## src/rtl/trig_lut_fetch.sv

```systemverilog
`default_nettype none
// ============================================================================
// Module   : trig_lut_fetch
// Purpose  : Produces the sinRead/cosRead trig operands for the vector ALU
//            lane. It reads a single-port, quarter-wave sine ROM twice, once
//            for the sin entry and once for the cos entry. It then applies
//            quadrant folding and sign correction, and presents registered
//            two's-complement results together with a one-cycle valid pulse.
// Ports    : clk      - clock, rising edge
//            rst      - synchronous active-high reset
//            start    - request, sampled only while busy=0
//            angle    - {quadrant[1:0], k[ADDR_W-1:0]}; full circle = 4*M
//            busy     - high while a request is in flight
//            valid    - one-cycle pulse when sinRead/cosRead update
//            sinRead  - folded sine result, held between updates
//            cosRead  - folded cosine result, held between updates
//            rom_en   - ROM read enable
//            rom_addr - ROM address, holds its last value while rom_en=0
//            rom_data - ROM word, valid the cycle after the rom_en edge
// Revision : 1.0 - initial release
// ============================================================================
module trig_lut_fetch #(
  parameter int              N      = 24,
  parameter int              ADDR_W = 8,
  parameter logic [N-1:0]    ONE    = 24'h010000
) (
  input  logic                clk,
  input  logic                rst,
  input  logic                start,
  input  logic [ADDR_W+1:0]   angle,
  output logic                busy,
  output logic                valid,
  output logic [N-1:0]        sinRead,
  output logic [N-1:0]        cosRead,
  output logic                rom_en,
  output logic [ADDR_W-1:0]   rom_addr,
  input  logic [N-1:0]        rom_data
);

  typedef enum logic [1:0] {
    S_IDLE   = 2'd0,
    S_RD_SIN = 2'd1,
    S_RD_COS = 2'd2,
    S_FIN    = 2'd3
  } state_t;

  state_t              state_q, state_d;
  logic [ADDR_W+1:0]   angle_q, angle_d;
  logic [ADDR_W-1:0]   addr_q, addr_d;
  logic                en_q, en_d;
  logic [N-1:0]        sin_tmp_q, sin_tmp_d;
  logic [N-1:0]        sin_q, sin_d;
  logic [N-1:0]        cos_q, cos_d;
  logic                valid_q, valid_d;

  // Fields of the incoming angle (used at acceptance) and of the latched one.
  logic [1:0]          quad_in, quad_q;
  logic [ADDR_W-1:0]   k_in, k_q;
  logic [ADDR_W-1:0]   k_in_mir, k_q_mir;
  logic                k_q_zero;

  assign quad_in  = angle[ADDR_W+1:ADDR_W];
  assign k_in     = angle[ADDR_W-1:0];
  assign quad_q   = angle_q[ADDR_W+1:ADDR_W];
  assign k_q      = angle_q[ADDR_W-1:0];
  // M-k truncated to ADDR_W bits equals -k modulo M.
  assign k_in_mir = -k_in;
  assign k_q_mir  = -k_q;
  assign k_q_zero = (k_q == '0);

  // A mirror read with k=0 targets T[M], which is not in the table, so the
  // value +1.0 is substituted for it. The result is then negated if the
  // quadrant requires it. Two's-complement negation maps 0 to 0.
  function automatic logic [N-1:0] fold(input logic [N-1:0] data,
                                        input logic         mirror,
                                        input logic         kzero,
                                        input logic         negate);
    logic [N-1:0] mag;
    mag = (mirror && kzero) ? ONE : data;
    return negate ? -mag : mag;
  endfunction

  // sin reads the mirror entry in the odd quadrants (q1, q3) and is negative
  // in the lower half-plane (q2, q3). cos reads the mirror entry in the even
  // quadrants (q0, q2) and is negative in q1 and q2.
  always_comb begin
    state_d   = state_q;
    angle_d   = angle_q;
    addr_d    = addr_q;
    en_d      = 1'b0;
    sin_tmp_d = sin_tmp_q;
    sin_d     = sin_q;
    cos_d     = cos_q;
    valid_d   = 1'b0;
    unique case (state_q)
      S_IDLE: begin
        if (start) begin
          angle_d = angle;
          addr_d  = quad_in[0] ? k_in_mir : k_in;
          en_d    = 1'b1;
          state_d = S_RD_SIN;
        end
      end
      S_RD_SIN: begin
        addr_d  = quad_q[0] ? k_q : k_q_mir;
        en_d    = 1'b1;
        state_d = S_RD_COS;
      end
      S_RD_COS: begin
        sin_tmp_d = fold(rom_data, quad_q[0], k_q_zero, quad_q[1]);
        state_d   = S_FIN;
      end
      S_FIN: begin
        cos_d   = fold(rom_data, ~quad_q[0], k_q_zero, quad_q[1] ^ quad_q[0]);
        sin_d   = sin_tmp_q;
        valid_d = 1'b1;
        state_d = S_IDLE;
      end
      default: state_d = S_IDLE;
    endcase
  end

  always_ff @(posedge clk) begin
    if (rst) begin
      state_q   <= S_IDLE;
      angle_q   <= '0;
      addr_q    <= '0;
      en_q      <= 1'b0;
      sin_tmp_q <= '0;
      sin_q     <= '0;
      cos_q     <= '0;
      valid_q   <= 1'b0;
    end else begin
      state_q   <= state_d;
      angle_q   <= angle_d;
      addr_q    <= addr_d;
      en_q      <= en_d;
      sin_tmp_q <= sin_tmp_d;
      sin_q     <= sin_d;
      cos_q     <= cos_d;
      valid_q   <= valid_d;
    end
  end

  assign busy     = (state_q != S_IDLE);
  assign valid    = valid_q;
  assign sinRead  = sin_q;
  assign cosRead  = cos_q;
  assign rom_en   = en_q;
  assign rom_addr = addr_q;

endmodule
`default_nettype wire

```

## config.mk

```make
export PLATFORM = sky130hd
export DESIGN_NAME = trig_lut_fetch
export DESIGN_NICKNAME = d
export VERILOG_FILES = /design/src/rtl/trig_lut_fetch.sv
export SDC_FILE = /design/constraint.sdc
export NUM_CORES = 1
export LEC_CHECK = 0
export CORE_MARGIN = 2
export CORE_UTILIZATION = 48
export DETAILED_ROUTE_END_ITERATION = 6
export HOLD_SLACK_MARGIN = 0.05
export PLACE_DENSITY = 0.77
export SLEW_MARGIN = 10
export SYNTH_ARGS = -nofsm -noshare
export SYNTH_HDL_FRONTEND = slang
export SYNTH_SLANG_ARGS = --single-unit
export TNS_END_PERCENT = 20
```

## constraint.sdc

```tcl
create_clock -name clk -period 3.5 [get_ports clk]
set_clock_uncertainty 0.05 [all_clocks]
set_input_delay 0.7 -clock clk [delete_from_list [all_inputs] [get_ports clk]]
set_output_delay 0.7 -clock clk [all_outputs]
set_load 0.01 [all_outputs]
```

==> out/metrics.cfg <==
[cells_and_area]
antennaDiodeCount = 0
layout.cells.non_filler = 869
finalInstanceArea_um2 = 6510
final.fill_count = 959
area.growth.synth_to_final_pct = 26.6
post_route_cells_drive_above_1_share_pct = 8.05
finish.net_count = 773

[worst_setup_path]
required_ns = 3.73
crit_path_end_kind = register
arrival_ns = 3.22
worstSetupPathType = register to register
crit_path_max_fanout = 7
type_of_element_launching_the_critical_path = register

[clock_network]
post_cts.repair.setup_buffers = 0
cts_resized = 0
ctsRootBufferMaster = sky130_fd_sc_hd__clkbuf_8
tritoncts = yes
clk_latency_ns = 0.37
worst_case_clock_buffer_depth = 2
cts.sinks = 94
count_of_hold_fix_buffers_inserted_at_cts = 0
tritoncts.num_buffers = 9
cts.htree.levels = 3
clk_transition_reported_paths_ns = 0.11

[synthesis]
synthesis.area_um2 = 5140
synth-main-ff-cell = sky130_fd_sc_hd__dfxtp_1
yosysMostFrequentCell = sky130_fd_sc_hd__dfxtp_1
synthesis.nets = 681
ys_types = 73
synth_seq_area_share_pct = 36.6
number_of_synthesized_register_bits = 94
synth_top_area_share_pct = 36.6
per_instance_average_area_after_synthesis_um2 = 8.08
synthTopCellsByArea = sky130_fd_sc_hd__dfxtp_1 (37%), sky130_fd_sc_hd__mux2i_1 (5.8%), sky130_fd_sc_hd__nor2_1 (5.8%)
synth-edff-count = 0
yosysWarningCount = 0
yosysTopAreaCell = sky130_fd_sc_hd__dfxtp_1
synthesis.instances = 636
synth_top_cells_by_count = sky130_fd_sc_hd__dfxtp_1 (94), sky130_fd_sc_hd__nor2_1 (79), sky130_fd_sc_hd__nand2_1 (74)
async_flop_share_pct = 0

[timing]
final_period_minus_worst_setup_slack_ns = 2.99
fin_setup_tns_ns = 0
slew_headroom_pct = 52.6
tightest_slew_ns = 0.707
final_max_slew_violation_count = 0
period_share_pct = 85.4
grt_setup_unrepaired = no
max_freq_ghz = 0.335
timing.final.hold_violations = 0
hold-worst-slack_ns = 0.411
report.final.setup_viol = 0

[grt]
grt.overflow.total = 0
grt_pass1_vias = 4870
grt_max_degree = 48
grt_first_pass_wirelength_um = 24400
grt_antenna_before_repair = 0
grtUsageTotal_pct = 26.6

[routing]
remaining_drc_errors = 0
final_routed_wire_length_divided_by_cell_count_um = 17.2
dr_pass1_iterations = 5
ant_nets = 0
post_drt_via_cell_ratio = 5.90
first_iter_violations = 343
vias = 5128
route.final.wire_length_um = 15000

[place]
place_congestion = 0.933
numPlacedInstances = 853
placedInstanceArea_um2 = 6310
post-dp-hpwl_um = 11100
numPortBuffers = 95

[power]
worst_ir_drop_vdd_v = 0.000341
total_leakage_power_nw = 2.35
power_per_cell_area_nw_per_um2 = 613

[status]
outcome = complete, no violations

[hold_path]
hp-class = register to register

[die]
row_count = 37
die_area_um2 = 11600
die_width_um = 107
design.core.area_um2 = 10400
floorplan.die.height_um = 107
boundaryPins = 96
initial_core_util_pct = 49.6

[job]
maxCapViolCount = 0

==> final timing paths <==
path                                  from                         end  slack [ns]  cells past startpoint
setup / recovery   angle_q[0]$_SDFFE_PP0P_  sin_tmp_q[16]$_SDFFE_PP0P_        0.51                     11
setup reg to reg   angle_q[0]$_SDFFE_PP0P_  sin_tmp_q[16]$_SDFFE_PP0P_        0.51                     11
hold / removal    cosRead[15]$_SDFFE_PP0P_    cosRead[15]$_SDFFE_PP0P_        0.41                      2
hold reg to reg   cosRead[15]$_SDFFE_PP0P_    cosRead[15]$_SDFFE_PP0P_        0.41                      2
==> power by group <==
group | leakage (nW) | internal, W | switching, W
Clock | 0.101 | 0.000337 | 0.000410
Sequential | 0.763 | 0.00126 | 0.000135
Combinational | 1.48 | 0.000768 | 0.00108
Total | 2.35 | 0.00237 | 0.00162
==> area by class of cell <==
cell class	instances	area [um2]	share of cell area, %
clock buffers	10	128	1.96
clock inverters	6	70.1	1.08
inverters	13	48.8	0.750
multi-input cells	487	3050	46.9
flip-flops and latches	94	1880	28.9
well taps	136	170	2.61
repair buffers	123	1160	17.8
==> cell usage in the layout, fill, tap and decap left out, types with 3 or more instances in the layout <==
| master | netlist | layout |
|---|---|---|
| sky130_fd_sc_hd__o31ai_1 | 6 | 6 |
| sky130_fd_sc_hd__o21ai_0 | 15 | 15 |
| sky130_fd_sc_hd__o221ai_1 | 3 | 3 |
| sky130_fd_sc_hd__o32ai_1 | 3 | 3 |
| sky130_fd_sc_hd__o22ai_1 | 6 | 6 |
| sky130_fd_sc_hd__and2_1 | 4 | 4 |
| sky130_fd_sc_hd__a32o_1 | 5 | 5 |
| sky130_fd_sc_hd__nor4_1 | 6 | 6 |
| sky130_fd_sc_hd__nand4_1 | 3 | 3 |
| sky130_fd_sc_hd__xor2_1 | 20 | 20 |
| sky130_fd_sc_hd__a211oi_1 | 13 | 13 |
| sky130_fd_sc_hd__a31oi_1 | 11 | 11 |
| sky130_fd_sc_hd__nand2_1 | 74 | 74 |
| sky130_fd_sc_hd__clkbuf_8 | 0 | 9 |
| sky130_fd_sc_hd__mux2i_1 | 30 | 30 |
| sky130_fd_sc_hd__a21oi_1 | 43 | 43 |
| sky130_fd_sc_hd__o21ai_1 | 10 | 10 |
| sky130_fd_sc_hd__ha_1 | 8 | 7 |
| sky130_fd_sc_hd__nor2_1 | 79 | 79 |
| sky130_fd_sc_hd__buf_4 | 0 | 28 |
| sky130_fd_sc_hd__nor3_1 | 13 | 13 |
| sky130_fd_sc_hd__or3_1 | 6 | 6 |
| sky130_fd_sc_hd__nand2b_1 | 17 | 17 |
| sky130_fd_sc_hd__xnor2_1 | 13 | 13 |
| sky130_fd_sc_hd__or4_1 | 5 | 5 |
| sky130_fd_sc_hd__nor2b_1 | 3 | 3 |
| sky130_fd_sc_hd__a21o_1 | 5 | 5 |
| sky130_fd_sc_hd__dfxtp_1 | 94 | 94 |
| sky130_fd_sc_hd__a311oi_1 | 5 | 5 |
| sky130_fd_sc_hd__and3_1 | 5 | 5 |
| sky130_fd_sc_hd__inv_1 | 13 | 13 |
| sky130_fd_sc_hd__clkdlybuf4s50_1 | 0 | 94 |
| sky130_fd_sc_hd__o211ai_1 | 7 | 7 |
| sky130_fd_sc_hd__nand3_1 | 16 | 16 |
==> flip-flops by register name, indices dropped and copies added, names as in the netlist <==
signal and count:
cosRead 24, sinRead 24, sin_tmp_q 24, angle_q 10
rom_addr 8, state_q 2, rom_en 1, valid 1
==> metrics by stage <==
stage / utilization [%] / setup slack [ns] / power [W]
after floorplan: - / 0.182 / 0.00260
after global placement: 60.9 / 0.273 / 0.00320
after detailed placement: 60.9 / 0.192 / 0.00324
after CTS: 62.8 / 0.551 / 0.00398
after global routing: 62.8 / 0.169 / 0.00425
final: 62.8 / 0.511 / 0.00399
==> routing by layer <==
| metal | track usage [%] | wire length, um | vias to the layer above |
|---|---|---|---|
| met5 | 0 | 0 | - |
| met4 | 7.33 | 254 | 0 |
| met3 | 5.87 | 1110 | 24 |
| met2 | 40.7 | 6690 | 195 |
| met1 | 37.7 | 6900 | 2436 |
| li1 | - | - | 2473 |
==> kinds of logic after synthesis <==
logic type	synth area share [%]
AO/OA/AOI/OAI	23.2
multiplexers	5.84
buffers and inverters	4.04
flip-flops	36.6
XOR/XNOR	5.62
AND/OR/NAND/NOR	22.8
adder cells (fa/ha/maj)	1.95
==> critical path: stages, from the launching register on <==
cell                      delay (ns)
sky130_fd_sc_hd__dfxtp_1        0.36
sky130_fd_sc_hd__inv_1          0.07
sky130_fd_sc_hd__ha_1           0.18
sky130_fd_sc_hd__nor3b_1        0.30
sky130_fd_sc_hd__nand3_1        0.23
sky130_fd_sc_hd__nand2_1        0.17
sky130_fd_sc_hd__ha_1           0.27
sky130_fd_sc_hd__nor3b_1        0.33
sky130_fd_sc_hd__and4_1         0.26
sky130_fd_sc_hd__a21oi_1        0.10
sky130_fd_sc_hd__or3_1          0.33
sky130_fd_sc_hd__a32o_1         0.24
No activity file was read; power rests on OpenSTA's default activity.
